--- src/rtl/julia_dispatch.sv ---
// Raster-scan job issuer for the Julia worker array: round-robin hands pixel jobs to idle workers.
// Optional JULIA_DISPATCH_STALL_CNT_EN adds a saturating stall_cycles counter output.
module julia_dispatch #(
    parameter int NUM_JULIA = 8,
    parameter int X_BITS    = 10,
    parameter int Y_BITS    = 10,
    parameter int ADDR_BITS = 32
) (
    input  logic                 clk,
    input  logic                 rst,
    input  logic                 go,
    input  logic [ADDR_BITS-1:0] frame_base,
    input  logic [X_BITS-1:0]    width,
    input  logic [Y_BITS-1:0]    height,
    input  logic [NUM_JULIA-1:0] idle,
    output logic [NUM_JULIA-1:0] start,
    output logic [X_BITS-1:0]    job_x,
    output logic [Y_BITS-1:0]    job_y,
    output logic [ADDR_BITS-1:0] job_address,
    output logic                 busy,
    output logic                 frame_done
`ifdef JULIA_DISPATCH_STALL_CNT_EN
    ,
    output logic [31:0]          stall_cycles
`endif
);

    localparam int PTR_BITS = (NUM_JULIA > 1) ? $clog2(NUM_JULIA) : 1;

    typedef enum logic [1:0] {
        S_IDLE,
        S_ISSUE,
        S_DRAIN,
        S_DONE
    } state_t;

    state_t state, state_next;

    logic [ADDR_BITS-1:0] base_r;
    logic [X_BITS-1:0]    w_r;
    logic [Y_BITS-1:0]    h_r;
    logic [X_BITS-1:0]    x;
    logic [Y_BITS-1:0]    y;
    logic [ADDR_BITS-1:0] lin;
    logic [PTR_BITS-1:0]  ptr;

    logic [NUM_JULIA-1:0] eligible;
    logic                 grant_valid;
    logic [PTR_BITS-1:0]  grant_idx;
    logic [PTR_BITS-1:0]  cand;
    logic                 accept;
    logic                 issue;
    logic                 last_pixel;
    logic                 line_end;
    logic [NUM_JULIA-1:0] start_next;
    logic                 busy_next;
    logic                 frame_done_next;

    // The registered start doubles as the just-started mask, hiding each worker's idle deassert latency.
    assign eligible   = idle & ~start;
    assign accept     = (state == S_IDLE) && go;
    assign issue      = (state == S_ISSUE) && grant_valid;
    assign line_end   = (x == w_r - X_BITS'(1));
    assign last_pixel = line_end && (y == h_r - Y_BITS'(1));

    always_comb begin
        grant_valid = 1'b0;
        grant_idx   = '0;
        cand        = '0;
        for (int i = 1; i <= NUM_JULIA; i++) begin
            cand = PTR_BITS'((int'(ptr) + i) % NUM_JULIA);
            if (!grant_valid && eligible[cand]) begin
                grant_valid = 1'b1;
                grant_idx   = cand;
            end
        end
    end

    always_ff @(posedge clk) begin
        if (rst) begin
            state <= S_IDLE;
        end else begin
            state <= state_next;
        end
    end

    always_comb begin
        state_next = state;
        case (state)
            S_IDLE: begin
                if (go) begin
                    state_next = (width == '0 || height == '0) ? S_DONE : S_ISSUE;
                end
            end
            S_ISSUE: begin
                if (grant_valid && last_pixel) begin
                    state_next = S_DRAIN;
                end
            end
            S_DRAIN: begin
                if (&eligible) begin
                    state_next = S_DONE;
                end
            end
            S_DONE:  state_next = S_IDLE;
            default: state_next = S_IDLE;
        endcase
    end

    always_comb begin
        start_next      = '0;
        busy_next       = 1'b0;
        frame_done_next = 1'b0;
        case (state)
            S_IDLE:  busy_next = go;
            S_ISSUE: begin
                busy_next = 1'b1;
                if (grant_valid) begin
                    start_next = NUM_JULIA'(1) << grant_idx;
                end
            end
            S_DRAIN: busy_next = 1'b1;
            S_DONE:  frame_done_next = 1'b1;
            default: busy_next = 1'b0;
        endcase
    end

    // Linear pixel counter replaces y*width+x so the address path needs only an adder.
    always_ff @(posedge clk) begin
        if (rst) begin
            start       <= '0;
            busy        <= 1'b0;
            frame_done  <= 1'b0;
            job_x       <= '0;
            job_y       <= '0;
            job_address <= '0;
            base_r      <= '0;
            w_r         <= '0;
            h_r         <= '0;
            x           <= '0;
            y           <= '0;
            lin         <= '0;
            ptr         <= PTR_BITS'(NUM_JULIA - 1);
        end else begin
            start      <= start_next;
            busy       <= busy_next;
            frame_done <= frame_done_next;
            if (accept) begin
                base_r <= frame_base;
                w_r    <= width;
                h_r    <= height;
                x      <= '0;
                y      <= '0;
                lin    <= '0;
            end
            if (issue) begin
                job_x       <= x;
                job_y       <= y;
                job_address <= base_r + lin;
                ptr         <= grant_idx;
                lin         <= lin + ADDR_BITS'(1);
                if (line_end) begin
                    x <= '0;
                    y <= y + Y_BITS'(1);
                end else begin
                    x <= x + X_BITS'(1);
                end
            end
        end
    end

`ifdef JULIA_DISPATCH_STALL_CNT_EN
    always_ff @(posedge clk) begin
        if (rst || accept) begin
            stall_cycles <= '0;
        end else if (state == S_ISSUE && !grant_valid && stall_cycles != '1) begin
            stall_cycles <= stall_cycles + 32'd1;
        end
    end
`endif

endmodule

--- config.mk ---
export PLATFORM = sky130hd
export DESIGN_NAME = julia_dispatch
export DESIGN_NICKNAME = d
export VERILOG_FILES = /design/src/rtl/julia_dispatch.sv
export SDC_FILE = /design/constraint.sdc
export NUM_CORES = 1
export LEC_CHECK = 0
export ABC_AREA = 0
export CAP_MARGIN = 20
export CORE_ASPECT_RATIO = 2
export CORE_MARGIN = 5
export CORE_UTILIZATION = 60
export CTS_CLUSTER_DIAMETER = 80
export DETAILED_ROUTE_END_ITERATION = 6
export DONT_BUFFER_PORTS = 1
export HOLD_SLACK_MARGIN = 0.03
export PLACE_DENSITY = 0.73
export SYNTH_ARGS = -nofsm -noshare
export SYNTH_HDL_FRONTEND = slang
export SYNTH_SLANG_ARGS = --single-unit
--- constraint.sdc ---
create_clock -name clk -period 8.05 [get_ports clk]
set_input_delay 0.4025 -clock clk [delete_from_list [all_inputs] [get_ports clk]]
set_output_delay 0.4025 -clock clk [all_outputs]
set_load 0.02 [all_outputs]
After elaboration in Yosys (flattened, before gate mapping) --
Index checks and enable logic that the tools add are counted.
Word-level totals: register bits 171, latch bits 0, memory bits (writable) 0, ROM bits 0, output and inout bits 62, word-level logic and storage cells 123, memories 0
Cells by class: $add $sub $neg 14, multiply operators 0, divide/modulo/power cells 0, $lt $le $gt $ge 8, equality and inequality tests 8, shift-type cells 1, multiplexer cells 47, bitwise gates (word level) 4, reduce and logical (&&, ||, !) cells 27
Operator list (count):
- $mux W32 | 2
- $mux W10 | 6
- $add A32 B1 Y32 const B | 1
- $add A32 B32 Y32 | 1
- $lt A3 B4 Y1 const B | 8
- $bmux W1 S3 | 8
- $mux W3 | 8
- $add A10 B1 Y10 const B | 2
- $eq A10 B10 Y1 | 2
- $logic_not A10 Y1 | 2
- $sub A10 B1 Y10 const B | 2
- $mux W1 | 17
- $add A3 B3 Y3 const B | 4
- $logic_and A1 B1 Y1 | 11
- $and A8 B8 Y8 | 1
- $mux W2 | 4
- $not A8 Y8 | 1
- $pmux W2 S4 | 1
- $reduce_and A8 Y1 | 1
- $shl A1 B3 Y8 const A | 1
- $logic_not A1 Y1 | 7
- $add A3 B1 Y3 const B | 2
- $add A3 B2 Y3 const B | 2
- $eq A2 B2 Y1 const B | 2
- other kinds (11) | 13

Depth between registers and ports, before layout --
Gate-level depths: netlist of run 1.
word-level depth 29, depth in mapped cells 15

Least setup slack after synthesis of run 1 --
No wires, ideal clock.
kind register to register, start register ptr[1], end register x[1], library setup time 0.128 ns, data arrival time 2.895 ns, required time 7.922 ns, slack 5.027 ns, stages on the path, launching flop included 16, buffers on the path 5, path through dfxtp_1 -> buf_2 -> inv_1 -> buf_2 -> ha_1 -> xnor2_4 -> mux4_2 -> mux2_2 -> nand4_2 -> o21a_1 -> buf_6 -> nor2_2 -> buf_4 -> buf_4 -> a22oi_1 -> nor2_1
Between the ends: word-level cells in the longest chain between the ends 27, elaborated cells between the ends (all ways) 49, classes of those cells 8 x add/sub; 25 x mux; 16 x reduce/logical
Ends and longest elaborated chain:
- start, declared | line 45 | logic [PTR_BITS-1:0] ptr;
- start signal, assigned | line 143 | ptr <= PTR_BITS'(NUM_JULIA - 1);
- start signal, assigned | line 160 | ptr <= grant_idx;
- $add A3 B1 Y3 | line 71 | cand = PTR_BITS'((int'(ptr) + i) % NUM_JULIA);
- $bmux W1 S3 | line 72 | if (!grant_valid && eligible[cand]) begin
- $mux W1 (not written as such) | line 72
- $mux W1 | line 72
- $logic_not A1 Y1 | line 72
- $logic_and A1 B1 Y1 | line 72
- $mux W1 | line 72
- $logic_not A1 Y1 | line 72
- (+11 left out)
- $logic_not A1 Y1 | line 72
- $logic_and A1 B1 Y1 | line 72
- $mux W1 | line 72
- $logic_not A1 Y1 | line 72
- $logic_and A1 B1 Y1 | line 72
- $mux W1 (*) | line 72
- $logic_and A1 B1 Y1 (*) | line 62 | assign issue = (state == S_ISSUE) && grant_valid;
- $mux W10 or $reduce_bool A2 Y1 (tied branches)
- end signal, assigned | line 166 | x <= x + X_BITS'(1);
- end, declared | line 42 | logic [X_BITS-1:0] x;
Every way passes the cells marked *; elsewhere a longest branch is shown, timed or not. The select of a mux whose other input is x is not followed. A chain may end at the register's enable or synchronous reset.

Worst setup path after layout of run 1 --
start register ptr[0], end register x[1]
The elaborated chain is that of the path after synthesis.

==> results of run 1 <==
==> cells in the final DEF (no fill, tap or decap), types with 26 or more instances in the layout <==
cell,synthesis,layout
sky130_fd_sc_hd__a21oi_1,176,176
sky130_fd_sc_hd__dfxtp_1,171,171
sky130_fd_sc_hd__ha_1,43,43
sky130_fd_sc_hd__inv_1,33,33
sky130_fd_sc_hd__nand2_1,211,210
sky130_fd_sc_hd__nand3_1,48,48
sky130_fd_sc_hd__nor2_1,81,81
sky130_fd_sc_hd__nor3_1,26,26
sky130_fd_sc_hd__o21ai_0,57,57
sky130_fd_sc_hd__xnor2_1,28,28
==> state kept, by name (all words and copies together), names as in the netlist, 3 cells and up <==
name / cells
job_address: 32
h_r: 10
job_y: 10
x: 10
ptr: 3
base_r: 32
y: 10
w_r: 10
start: 8
lin: 32
job_x: 10
==> power by group through the flow <==
stage	registers [W]	clock network, W	logic (W)
2_1_floorplan	0.00106	0	0.00127
3_3_place_gp	0.00112	0	0.00149
3_5_place_dp	0.00112	0	0.00150
4_1_cts	0.00110	0.000831	0.00151
5_1_grt	0.00112	0.000869	0.00170
6_report	0.00110	0.000819	0.00154
==> area by class of cell <==
cell class	count	area (µm²)	area share, %
clock buffer	17	425	3.90
clock inverter	15	156	1.43
inverter	34	130	1.19
multi-input combinational	1022	6430	59.0
sequential	171	3420	31.4
tap	210	263	2.41
timing repair buffer	7	77.6	0.711
==> how the worst max path moves through the flow <==
stage / start / endpoint / slack [ps] / depth (start not counted)
after floorplan: ptr[1] / x[1] / 5030 / 15
after global placement: ptr[0] / x[1] / 3730 / 11
after detailed placement: ptr[0] / x[1] / 3650 / 11
after CTS: ptr[0] / x[1] / 3610 / 11
after global routing: ptr[0] / x[1] / 3190 / 11
final: ptr[0] / x[1] / 3600 / 11
==> per-stage QoR <==
| stage | area, µm² | util [%] |
|---|---|---|
| 2_1_floorplan | 10300 | - |
| 3_3_place_gp | 10300 | 60.1 |
| 3_5_place_dp | 10300 | 60.1 |
| 4_1_cts | 10900 | 63.5 |
| 5_1_grt | 10900 | 63.8 |
| 6_report | 10900 | 63.8 |
==> cells by family (layout without fill, tap and decap cells) <==
kind of cell | count (synthesis) | count (layout)
and+or+nand+nor | 535 | 535
AOI/OAI and AO/OA | 365 | 365
buffers and inverters | 109 | 73
xor gates and xnor gates | 43 | 43
adders and majority gates | 44 | 44
muxes | 35 | 35
DFF | 171 | 171
==> routing by layer <==
metal	routed length, µm	global-route usage [%]	vias to the layer above
met4	953	10.5	2
met1	11300	35.1	4464
met2	13300	44.9	279
met3	1590	4.76	56
li1	-	-	4594
met5	13	0	-
==> impl_results.md, run 1 <==
* Run status: finished, final reports clean
* Antenna violations before repair at 1
* P_int at roughly 0.0020 W
* Count of cells along the worst register-to-register path at 11
* CTS tree: done
* Mapped Area at approximately 10,000 µm²
* H-Tree Depth at 4
* Layout overhead on the synthesized area at 5.69%
* Post-synthesis cell type with the largest combined area: sky130_fd_sc_hd__dfxtp_1
* Endpoint of the lowest-slack register-to-register path: x[1]
* Number of enable flip-flop cells after synthesis at 0
* DRC violations left at 0
* Hold crit path type: primary input to flop
* Number of synthesized register bits at ~170
* Simple-gate portion of the synthesized area at about 26%
* Combinational power share at 44.6%
* Leakage at between 4 and 5 nW
* Count of non-filler cells in the finished layout at ~1,500
* Dominant cell by count in the synthesized netlist: sky130_fd_sc_hd__nand2_1
* Sw Share at 43.2%
* Adder-Cell Fraction of Synth Area at 5.41%
* Iteration-0 DRC count of the detailed router at about 590
* Number of vias in the routed layout at 9,395
* Xor-xnor portion of the synthesized cell area at 3.83%
* Placed wire-length estimate after detailed placement at approximately 19 mm
* Crit path setup slack, layout at between 3000 and 4000 ps
* Initial core utilization at between 60% and 70%
* Multiplexer fraction of the synthesized cell area at roughly 5.6%
* Count of final max-slew check failures at 0
* Root Driver: sky130_fd_sc_hd__clkbuf_16
* GPL Wtd Cong at 0.950
* Arrival time reported for the critical path endpoint at 4760 ps
* Die Y-Extent at approximately 200 µm
* I/O pins at 125
* Share of the clock period used by the worst path after layout at about 55%
* Setup Total Neg Slack at 0 ps
* Setup fix buffers added after clock tree synthesis at 0
* Number of CTS-inserted buffers at 17
* Commonest cells in the synthesized netlist: 211 x sky130_fd_sc_hd__nand2_1, 176 x sky130_fd_sc_hd__a21oi_1, 171 x sky130_fd_sc_hd__dfxtp_1
* Number of nets in the finished design at between 1,000 and 1,500
* Core region area at around 17,000 µm²
* GRT Overall Usage at between 20% and 30%
* Final critical-path required period at 4450 ps
* Synth Area per Inst at 7.93 µm²
* Post-synth net total at 1,409
* Worst R2R Start: ptr[0]
* Kind of end point of the critical path: flop
* Aggregate routed wire length at approximately 27 mm
* Wire length of the first global-routing pass at between 40 and 50 mm
* Critical path start-end classification: flop to flop
* Clock transition time at the flip-flop clock pins of the worst setup and hold paths at 70 ps
* Worst reg-to-reg setup slack at 3600 ps
* Synth warn at 0
* Overall power after layout at between 0.003 and 0.004 W
* Transition time at the pin with the least slew margin at ~1100 ps
* Worst VDD drop at 228 µV
* Min-delay src: rst
* Critical path's top delay family: buffers and inverters
* Worst relative slew slack at 28.4%
* Placed cell count at around 1,400
* Compound-gate portion of the synthesized area at 21.4%
* Number of buffers inserted for hold repair after clock tree synthesis at 0
* Row count at 68
* Cells on Worst Hold Path at 1
* Share of the synthesized area in the top cell type at about a third
* Largest net degree at the start of global routing at ~160
* Number of distinct standard cells referenced by the synthesized netlist at 88
* Final Hold Fails at 0
* Setup repair after global routing missed its margin: false
* Async set or reset register ratio after synthesis at 0%
* Diodes inserted at 0
* Critical path startpoint category: flop
* CP max stage cell: sky130_fd_sc_hd__o21ai_4
* Net switching power at ~0.0015 W
* Critical Path, Cell by Cell: buf_4 -> inv_4 -> ha_1 -> inv_1 -> mux2i_2 -> nand4_2 -> o21ai_4 -> buf_4 -> nor2_1 -> a22oi_1 -> nor2_1
* Maximum single-stage delay on the critical path at 880 ps
* Top flip-flop cell by instance count after synthesis: sky130_fd_sc_hd__dfxtp_1
* Clk buf depth at 2
* Chip width at between 100 and 150 µm
* WHS Endpoint: base_r[21]
* Combinational family with the most area after synthesis: simple AND/OR/NAND/NOR gates
* Number of I/O port buffers at 0
* Routed length per placed instance at 18.4 µm
* Sequential fraction of design power at between 30% and 40%
* Filler instances at 1,538
* Hold Worst Slack at 46.9 ps
* Final setup violation count at 0
* MaxCap Viol Count at 0
* CP max FO at 44
* Crit path required time at 8360 ps
* Fraction of layout instances using a drive strength above 1 at 7.03%
* 1st-pass router iterations at 5
* Cells after Synth at between 1,000 and 1,500
* Via count of the first global-routing pass at 8,931
* Clock share of power at 23.6%
* CTS Sinks at between 150 and 200
* Worst skew pair latency at about 430 ps
* Final antenna-violating net count at 0
* Grt total ovfl at 0
* Pre-CTS setup slack at about 3600 ps
* CP bufs+invs at 4
* Via density at approximately 6.4
* Cell types with the largest area share after synthesis: sky130_fd_sc_hd__dfxtp_1 33%, sky130_fd_sc_hd__a21oi_1 8.5%, sky130_fd_sc_hd__nand2_1 7.7%
* Full die area at roughly 20,000 µm²
* Post-synthesis sequential area ratio at about a third
* Maximum clock skew at final layout at ~11 ps
* Power per cell area at 318 nW/µm²
* Number of cells upsized or downsized after cts at 0
* F_max at 225 MHz
Note: power is estimated with default switching activity, not from simulation.
==> inputs of run 2 (changes only) <==
--- a/config.mk
+++ b/config.mk
@@ -9,7 +9,7 @@
 export CAP_MARGIN = 20
 export CORE_ASPECT_RATIO = 2
 export CORE_MARGIN = 5
-export CORE_UTILIZATION = 60
+export CORE_UTILIZATION = 58
 export CTS_CLUSTER_DIAMETER = 80
 export DETAILED_ROUTE_END_ITERATION = 6
 export DONT_BUFFER_PORTS = 1
==> constraint.sdc (replaced) <==
create_clock -name clk -period 3.6 [get_ports clk]
set_input_delay 0.18 -clock clk [delete_from_list [all_inputs] [get_ports clk]]
set_output_delay 0.18 -clock clk [all_outputs]
set_load 0.02 [all_outputs]
==> impl_results.md, run 2 (synthesis gave the netlist of run 1 again) <==
* Root Driver: sky130_fd_sc_hd__clkbuf_16 (unchanged)
* Number of CTS-inserted buffers at 17 (unchanged)
* Placed wire-length estimate after detailed placement at 19.9 mm (was 19.0 mm)
* Count of final max-slew check failures at 0 (unchanged)
* Run status: finished, final reports clean (unchanged)
* Number of I/O port buffers at 0 (unchanged)
* Grt total ovfl at 0 (unchanged)
* Leakage at 4.34 nW (was 4.07 nW)
* MaxCap Viol Count at 0 (unchanged)
* GRT Overall Usage at 27.0% (was 27.3%)
* DRC violations left at 0 (unchanged)
* Clk buf depth at 2 (unchanged)
* Via density at 6.25 (was 6.37)
* Register Area at 3420 µm² (about the same)
* Worst VDD drop at 354 µV (was 228 µV)
* Transition time at the pin with the least slew margin at 814 ps (was 1070 ps)
* Final antenna-violating net count at 0 (unchanged)
* I/O pins at 125 (unchanged)
* Most used cells in the layout excluding fill and tap cells: 210 x sky130_fd_sc_hd__nand2_1, 176 x sky130_fd_sc_hd__a21oi_1, 170 x sky130_fd_sc_hd__dfxtp_1 (was 210 x sky130_fd_sc_hd__nand2_1, 176 x sky130_fd_sc_hd__a21oi_1, 171 x sky130_fd_sc_hd__dfxtp_1)
* F_max at 303 MHz (was 225 MHz)
* Pre-CTS setup slack at 278 ps (was 3650 ps)
* Full die area at 20,700 µm² (was 20,100 µm²)
* Chip width at 104 µm (was 103 µm)
* Final critical-path required period at 3300 ps (was 4450 ps)
* H-Tree Depth at 4 (unchanged)
* Power per cell area at 691 nW/µm² (was 318 nW/µm²)
* Biggest registers after layout: base_r: 32 flops, job_address: 32 flops, lin: 32 flops (unchanged)
* Total routed wire length on the met1 layer at 12.1 mm (was 11.3 mm)
* Largest net degree at the start of global routing at 149 (was 157)
* Worst skew pair latency at 430 ps (about the same)
* Fraction of layout instances using a drive strength above 1 at 7.45% (was 7.03%)
* Crit path required time at 3960 ps (was 8360 ps)
* Initial core utilization at 58.6% (was 60.3%)
* Number of vias in the routed layout at 9,626 (was 9,395)
* Routed length per placed instance at 18.5 µm (was 18.4 µm)
* Overall power after layout at 0.00796 W (was 0.00346 W)
* Aggregate routed wire length at 28.5 mm (was 27.1 mm)
* Count of non-filler cells in the finished layout at 1,541 (was 1,476)
* Placed cell count at 1,455 (was 1,442)
* Met3 WL post-DR at 1.46 mm (was 1.59 mm)
* Wire length on met2 at 14.3 mm (was 13.3 mm)
* Arrival time reported for the critical path endpoint at 3660 ps (was 4760 ps)
* Kind of end point of the critical path: flop (unchanged)
* Top Layer Used: met4 (was met5)
* Footprint of the multi-input gates at 6430 µm² (unchanged)
* Final Hold Fails at 0 (unchanged)
* CTS Sinks at 171 (unchanged)
* Crit path setup slack, layout at 296 ps (was 3600 ps)
* CTS tree: done (unchanged)
* Critical path start-end classification: flop to flop (unchanged)
* Iteration-0 DRC count of the detailed router at 673 (was 585)
* Critical path startpoint category: flop (unchanged)
* Number of nets in the finished design at 1,422 (was 1,360)
* Filler instances at 1,525 (was 1,538)
* Wire length of the first global-routing pass at 46.8 mm (was 44.6 mm)
* Setup Total Neg Slack at 0 ps (unchanged)
* Setup repair after global routing missed its margin: false (unchanged)
* Worst relative slew slack at 45.6% (was 28.4%)
* Layout overhead on the synthesized area at 11.7% (was 5.69%)
* CP max FO at 37 (was 44)
* Via count of the first global-routing pass at 9,188 (was 8,931)
* 1st-pass router iterations at 5 (unchanged)
* Row count at 69 (was 68)
* Antenna violations before repair at 0 (was 1)
* Clock transition time at the flip-flop clock pins of the worst setup and hold paths at 70 ps (about the same)
* Maximum clock skew at final layout at 11.0 ps (was 10.7 ps)
* Final setup violation count at 0 (unchanged)
* Core region area at 17,600 µm² (was 17,100 µm²)
* Diodes inserted at 0 (unchanged)
* GPL Wtd Cong at 0.898 (was 0.950)
* Leading cell type in the layout, fill and taps excluded: sky130_fd_sc_hd__nand2_1 (unchanged)
* Hold crit path type: primary input to flop (unchanged)
* Die Y-Extent at 199 µm (was 195 µm)
* Share of the clock period used by the worst path after layout at 91.8% (was 55.3%)
==> run 2: changes by cell type in the layout (fill, tap and decap cells not counted) <==
cell	delta
sky130_fd_sc_hd__dlygate4sd3_1	+53
sky130_fd_sc_hd__buf_4	+8
sky130_fd_sc_hd__clkinv_4	-2
sky130_fd_sc_hd__buf_16	+1
sky130_fd_sc_hd__clkinvlp_4	+1
sky130_fd_sc_hd__dfxtp_1	-1
sky130_fd_sc_hd__dfxtp_2	+1
sky130_fd_sc_hd__inv_6	+1
==> run 2: through the flow <==
step	cell area, µm²	util (%)	hold WS, ps
after floorplan	10300	-	316
after global placement	10400	59.0	265
after detailed placement	10400	59.0	270
after CTS	11500	65.5	47.0
after global routing	11500	65.5	71.0
final	11500	65.5	56.5
==> run 2: worst max-delay path, stage by stage, from the launching register on <==
cell and delay (ps):
sky130_fd_sc_hd__dfxtp_1 390, sky130_fd_sc_hd__nor2b_1 600, sky130_fd_sc_hd__mux2i_1 280, sky130_fd_sc_hd__mux4_2 590, sky130_fd_sc_hd__nand4_2 190, sky130_fd_sc_hd__o21a_4 250, sky130_fd_sc_hd__buf_4 410, sky130_fd_sc_hd__o21ai_0 140
sky130_fd_sc_hd__mux2_2 280, sky130_fd_sc_hd__nor2_1 80
==> run 2: power by group <==
group	switching [W]	internal [W]	total (W)
sequential	0.000325	0.00212	0.00244
clock	0.000879	0.000982	0.00186
combinational	0.00226	0.00140	0.00366
==> run 2: timing repair <==
item,4_1_cts,5_1_grt
buffers inserted,0,0
endpoints found under the setup margin,0,1
gates resized for setup,0,1
hold buffers,54,0
endpoints found under the hold margin,146,0
==> run 2: area by class of cell <==
| class | instances | share of cell area (%) |
|---|---|---|
| Clock buffer | 17 | 3.69 |
| Clock inverter | 15 | 1.35 |
| Inverter | 34 | 1.13 |
| Timing Repair Buffer | 69 | 6.03 |
| Sequential cell | 171 | 29.7 |
| Multi-Input combinational cell | 1022 | 55.8 |
| Tap cell | 213 | 2.31 |
==> run 2: path summary, 6_finish.rpt <==
path         slack (ps)       start  cells after the start         endpoint
max                 300    start[3]                      9          lin[29]
min                  60         rst                      3  job_address[28]
max reg2reg         300    start[3]                      9          lin[29]
min reg2reg         470  base_r[13]                      2       base_r[13]
==> run 2: per-layer routing <==
metal | vias to the layer above | global-route usage [%]
li1 | 4707 | -
met1 | 4590 | 34.4
met2 | 282 | 46.8
met3 | 47 | 3.54
met4 | 0 | 9.41
met5 | - | 0
==> inputs of run 3 (changes only) <==
--- a/config.mk
+++ b/config.mk
@@ -14,6 +14,7 @@
 export DETAILED_ROUTE_END_ITERATION = 6
 export DONT_BUFFER_PORTS = 1
 export HOLD_SLACK_MARGIN = 0.03
+export MAX_ROUTING_LAYER = met4
 export PLACE_DENSITY = 0.73
 export SYNTH_ARGS = -nofsm -noshare
 export SYNTH_HDL_FRONTEND = slang
==> impl_results.md, run 3 (synthesis gave the netlist of run 1 again) <==
* Share of the clock period used by the worst path after layout at 93.6% (was 91.8%)
* Via count of the first global-routing pass at 9,242 (was 9,188)
* Footprint of the multi-input gates at 6430 µm² (unchanged)
* Clock transition time at the flip-flop clock pins of the worst setup and hold paths at 70 ps (about the same)
* Worst skew pair latency at 440 ps (was 430 ps)
* I/O pins at 125 (unchanged)
* Critical path startpoint category: flop (unchanged)
* Iteration-0 DRC count of the detailed router at 723 (was 673)
* Arrival time reported for the critical path endpoint at 3730 ps (was 3660 ps)
* Met1 Resource Use GR at 34.5% (was 34.4%)
* Largest net degree at the start of global routing at 149 (unchanged)
* Worst VDD drop at 429 µV (was 354 µV)
* Most used cells in the layout excluding fill and tap cells: 210 x sky130_fd_sc_hd__nand2_1, 176 x sky130_fd_sc_hd__a21oi_1, 171 x sky130_fd_sc_hd__dfxtp_1 (was 210 x sky130_fd_sc_hd__nand2_1, 176 x sky130_fd_sc_hd__a21oi_1, 170 x sky130_fd_sc_hd__dfxtp_1)
* Crit path required time at 3960 ps (about the same)
* MaxCap Viol Count at 0 (unchanged)
* Final Hold Fails at 0 (unchanged)
* Number of I/O port buffers at 0 (unchanged)
* Final setup violation count at 0 (unchanged)
* Leakage at 4.38 nW (was 4.34 nW)
* Aggregate routed wire length at 28.5 mm (about the same)
* Count of final max-slew check failures at 0 (unchanged)
* Count of non-filler cells in the finished layout at 1,548 (was 1,541)
* Wire length of the first global-routing pass at 46.6 mm (was 46.8 mm)
* Placed wire-length estimate after detailed placement at 20.1 mm (was 19.9 mm)
* Fraction of layout instances using a drive strength above 1 at 7.80% (was 7.45%)
* Full die area at 20,700 µm² (unchanged)
* CP max stage cell: sky130_fd_sc_hd__nor2b_1 (unchanged)
* 1st-pass router iterations at 7 (was 5)
* Setup fix buffers added after clock tree synthesis at 0 (unchanged)
* Worst R2R Start: start[3] (unchanged)
* Antenna violations before repair at 1 (was 0)
* Transition time at the pin with the least slew margin at 764 ps (was 814 ps)
* DRC violations left at 0 (unchanged)
* Chip width at 104 µm (unchanged)
* Number of vias in the routed layout at 9,716 (was 9,626)
* Overall power after layout at 0.00802 W (was 0.00796 W)
* Global Route met2 Usage at 44.5% (was 46.8%)
* Placed cell count at 1,461 (was 1,455)
* Count of cells along the worst register-to-register path at 9 (unchanged)
* Global routing usage on met3 at 4.35% (was 3.54%)
* Setup Total Neg Slack at 0 ps (unchanged)
* Endpoint of the lowest-slack register-to-register path: x[9] (was lin[29])
* Number of nets in the finished design at 1,428 (was 1,422)
* Die Y-Extent at 199 µm (unchanged)
* Hold crit path type: primary input to flop (unchanged)
* Final critical-path required period at 3370 ps (was 3300 ps)
* CP max FO at 24 (was 37)
* Maximum single-stage delay on the critical path at 630 ps (was 600 ps)
* H-Tree Depth at 4 (unchanged)
* Initial core utilization at 58.6% (unchanged)
* Grt total ovfl at 0 (unchanged)
* Leading cell type in the layout, fill and taps excluded: sky130_fd_sc_hd__nand2_1 (unchanged)
* F_max at 297 MHz (was 303 MHz)
* Filler instances at 1,504 (was 1,525)
* CTS tree: done (unchanged)
* CTS Sinks at 171 (unchanged)
* Run status: finished, final reports clean (unchanged)
* Row count at 69 (unchanged)
* Via density at 6.28 (was 6.25)
* Min-delay src: rst (unchanged)
* Number of CTS-inserted buffers at 17 (unchanged)
* Critical Path, Cell by Cell: nor2b_1 -> mux2i_1 -> mux4_2 -> nand4_2 -> o21a_4 -> buf_4 -> nand2b_1 -> or3_1 -> a21oi_1 (was nor2b_1 -> mux2i_1 -> mux4_2 -> nand4_2 -> o21a_4 -> buf_4 -> o21ai_0 -> mux2_2 -> nor2_1)
* GPL Wtd Cong at 0.939 (was 0.898)
* Busiest layer in global routing: met2 (unchanged)
* Clk buf depth at 2 (unchanged)
* Routed length per placed instance at 18.4 µm (was 18.5 µm)
* Power per cell area at 691 nW/µm² (about the same)
* Cells on Worst Hold Path at 3 (unchanged)
* Core region area at 17,600 µm² (unchanged)
* Kind of end point of the critical path: flop (unchanged)
* Layout overhead on the synthesized area at 12.5% (was 11.7%)
* Worst reg-to-reg setup slack at 230 ps (was 300 ps)
* GRT Overall Usage at 27.7% (was 27.0%)
* Register Area at 3420 µm² (about the same)
* Maximum clock skew at final layout at 17.7 ps (was 11.0 ps)
* Final antenna-violating net count at 0 (unchanged)
* Setup repair after global routing missed its margin: false (unchanged)
* Worst setup path startpoint: start[3] (unchanged)
* Critical path start-end classification: flop to flop (unchanged)
* WHS Endpoint: job_address[28] (unchanged)
* Root Driver: sky130_fd_sc_hd__clkbuf_16 (unchanged)
* Biggest registers after layout: base_r: 32 flops, job_address: 32 flops, lin: 32 flops (unchanged)
* Worst relative slew slack at 49.0% (was 45.6%)
-- run 3: cell count changes in the layout (fill, tap and decap cells not counted), moves of 2 or more --
cell,before,now
sky130_fd_sc_hd__inv_8,3,5
sky130_fd_sc_hd__buf_4,13,19
sky130_fd_sc_hd__clkinv_8,1,5
sky130_fd_sc_hd__clkinv_4,1,3
sky130_fd_sc_hd__clkinv_2,3,0
sky130_fd_sc_hd__inv_6,5,1
-- run 3: worst max-delay path by stage --
stage           end  slack [ps]  cells past startpoint
3_5_place_dp   x[9]         350                      9
3_3_place_gp   x[9]         350                      9
2_1_floorplan  x[1]         580                     15
5_1_grt        x[4]         100                     10
6_report       x[9]         230                      9
4_1_cts        x[9]         320                      9
-- run 3: worst max-delay path: cells and delay by family (launching register included) --
family	cells	cell delay (ps)
AO/OA/AOI/OAI	2	400
buffers and inverters	1	300
flip-flops	1	390
multiplexers	2	930
AND/OR/NAND/NOR	4	1280
-- run 3: power by group --
part	total, W	switching [W]	internal, W
Combinational	0.00370	0.00226	0.00144
Sequential	0.00244	0.000324	0.00211
Clock	0.00188	0.000930	0.000950
-- run 3: final cells by class --
class / count / share of cell area [%]
Timing Repair Buffer: 75 / 6.38
Antenna cell: 1 / 0.0216
Clock buffer: 17 / 3.66
Sequential cell: 171 / 29.5
Clock inverter: 15 / 1.63
Multi-Input combinational cell: 1022 / 55.4
Tap cell: 213 / 2.30
Inverter: 34 / 1.12
-- run 3: repair_timing --
item	in CTS	in global routing
resized for setup	0	0
hold buffers	54	0
hold endpoints to repair	147	0
-- run 3: metrics by stage --
stage               utilization (%)  worst slack, ps  hold slack, ps  cell area, µm²
CTS                            65.9              319            38.6           11600
global placement               59.2              348             267           10400
finish                         65.9              230            55.0           11600
detailed placement             59.2              355             272           10400
floorplan                         -              577             316           10300
global route                   65.9              103            70.6           11600
-- run 3: per-layer routing --
layer	up-vias	routed length (µm)
met4	0	1000
met1	4627	12000
met2	299	13900
li1	4722	-
met5	-	0
met3	68	1580
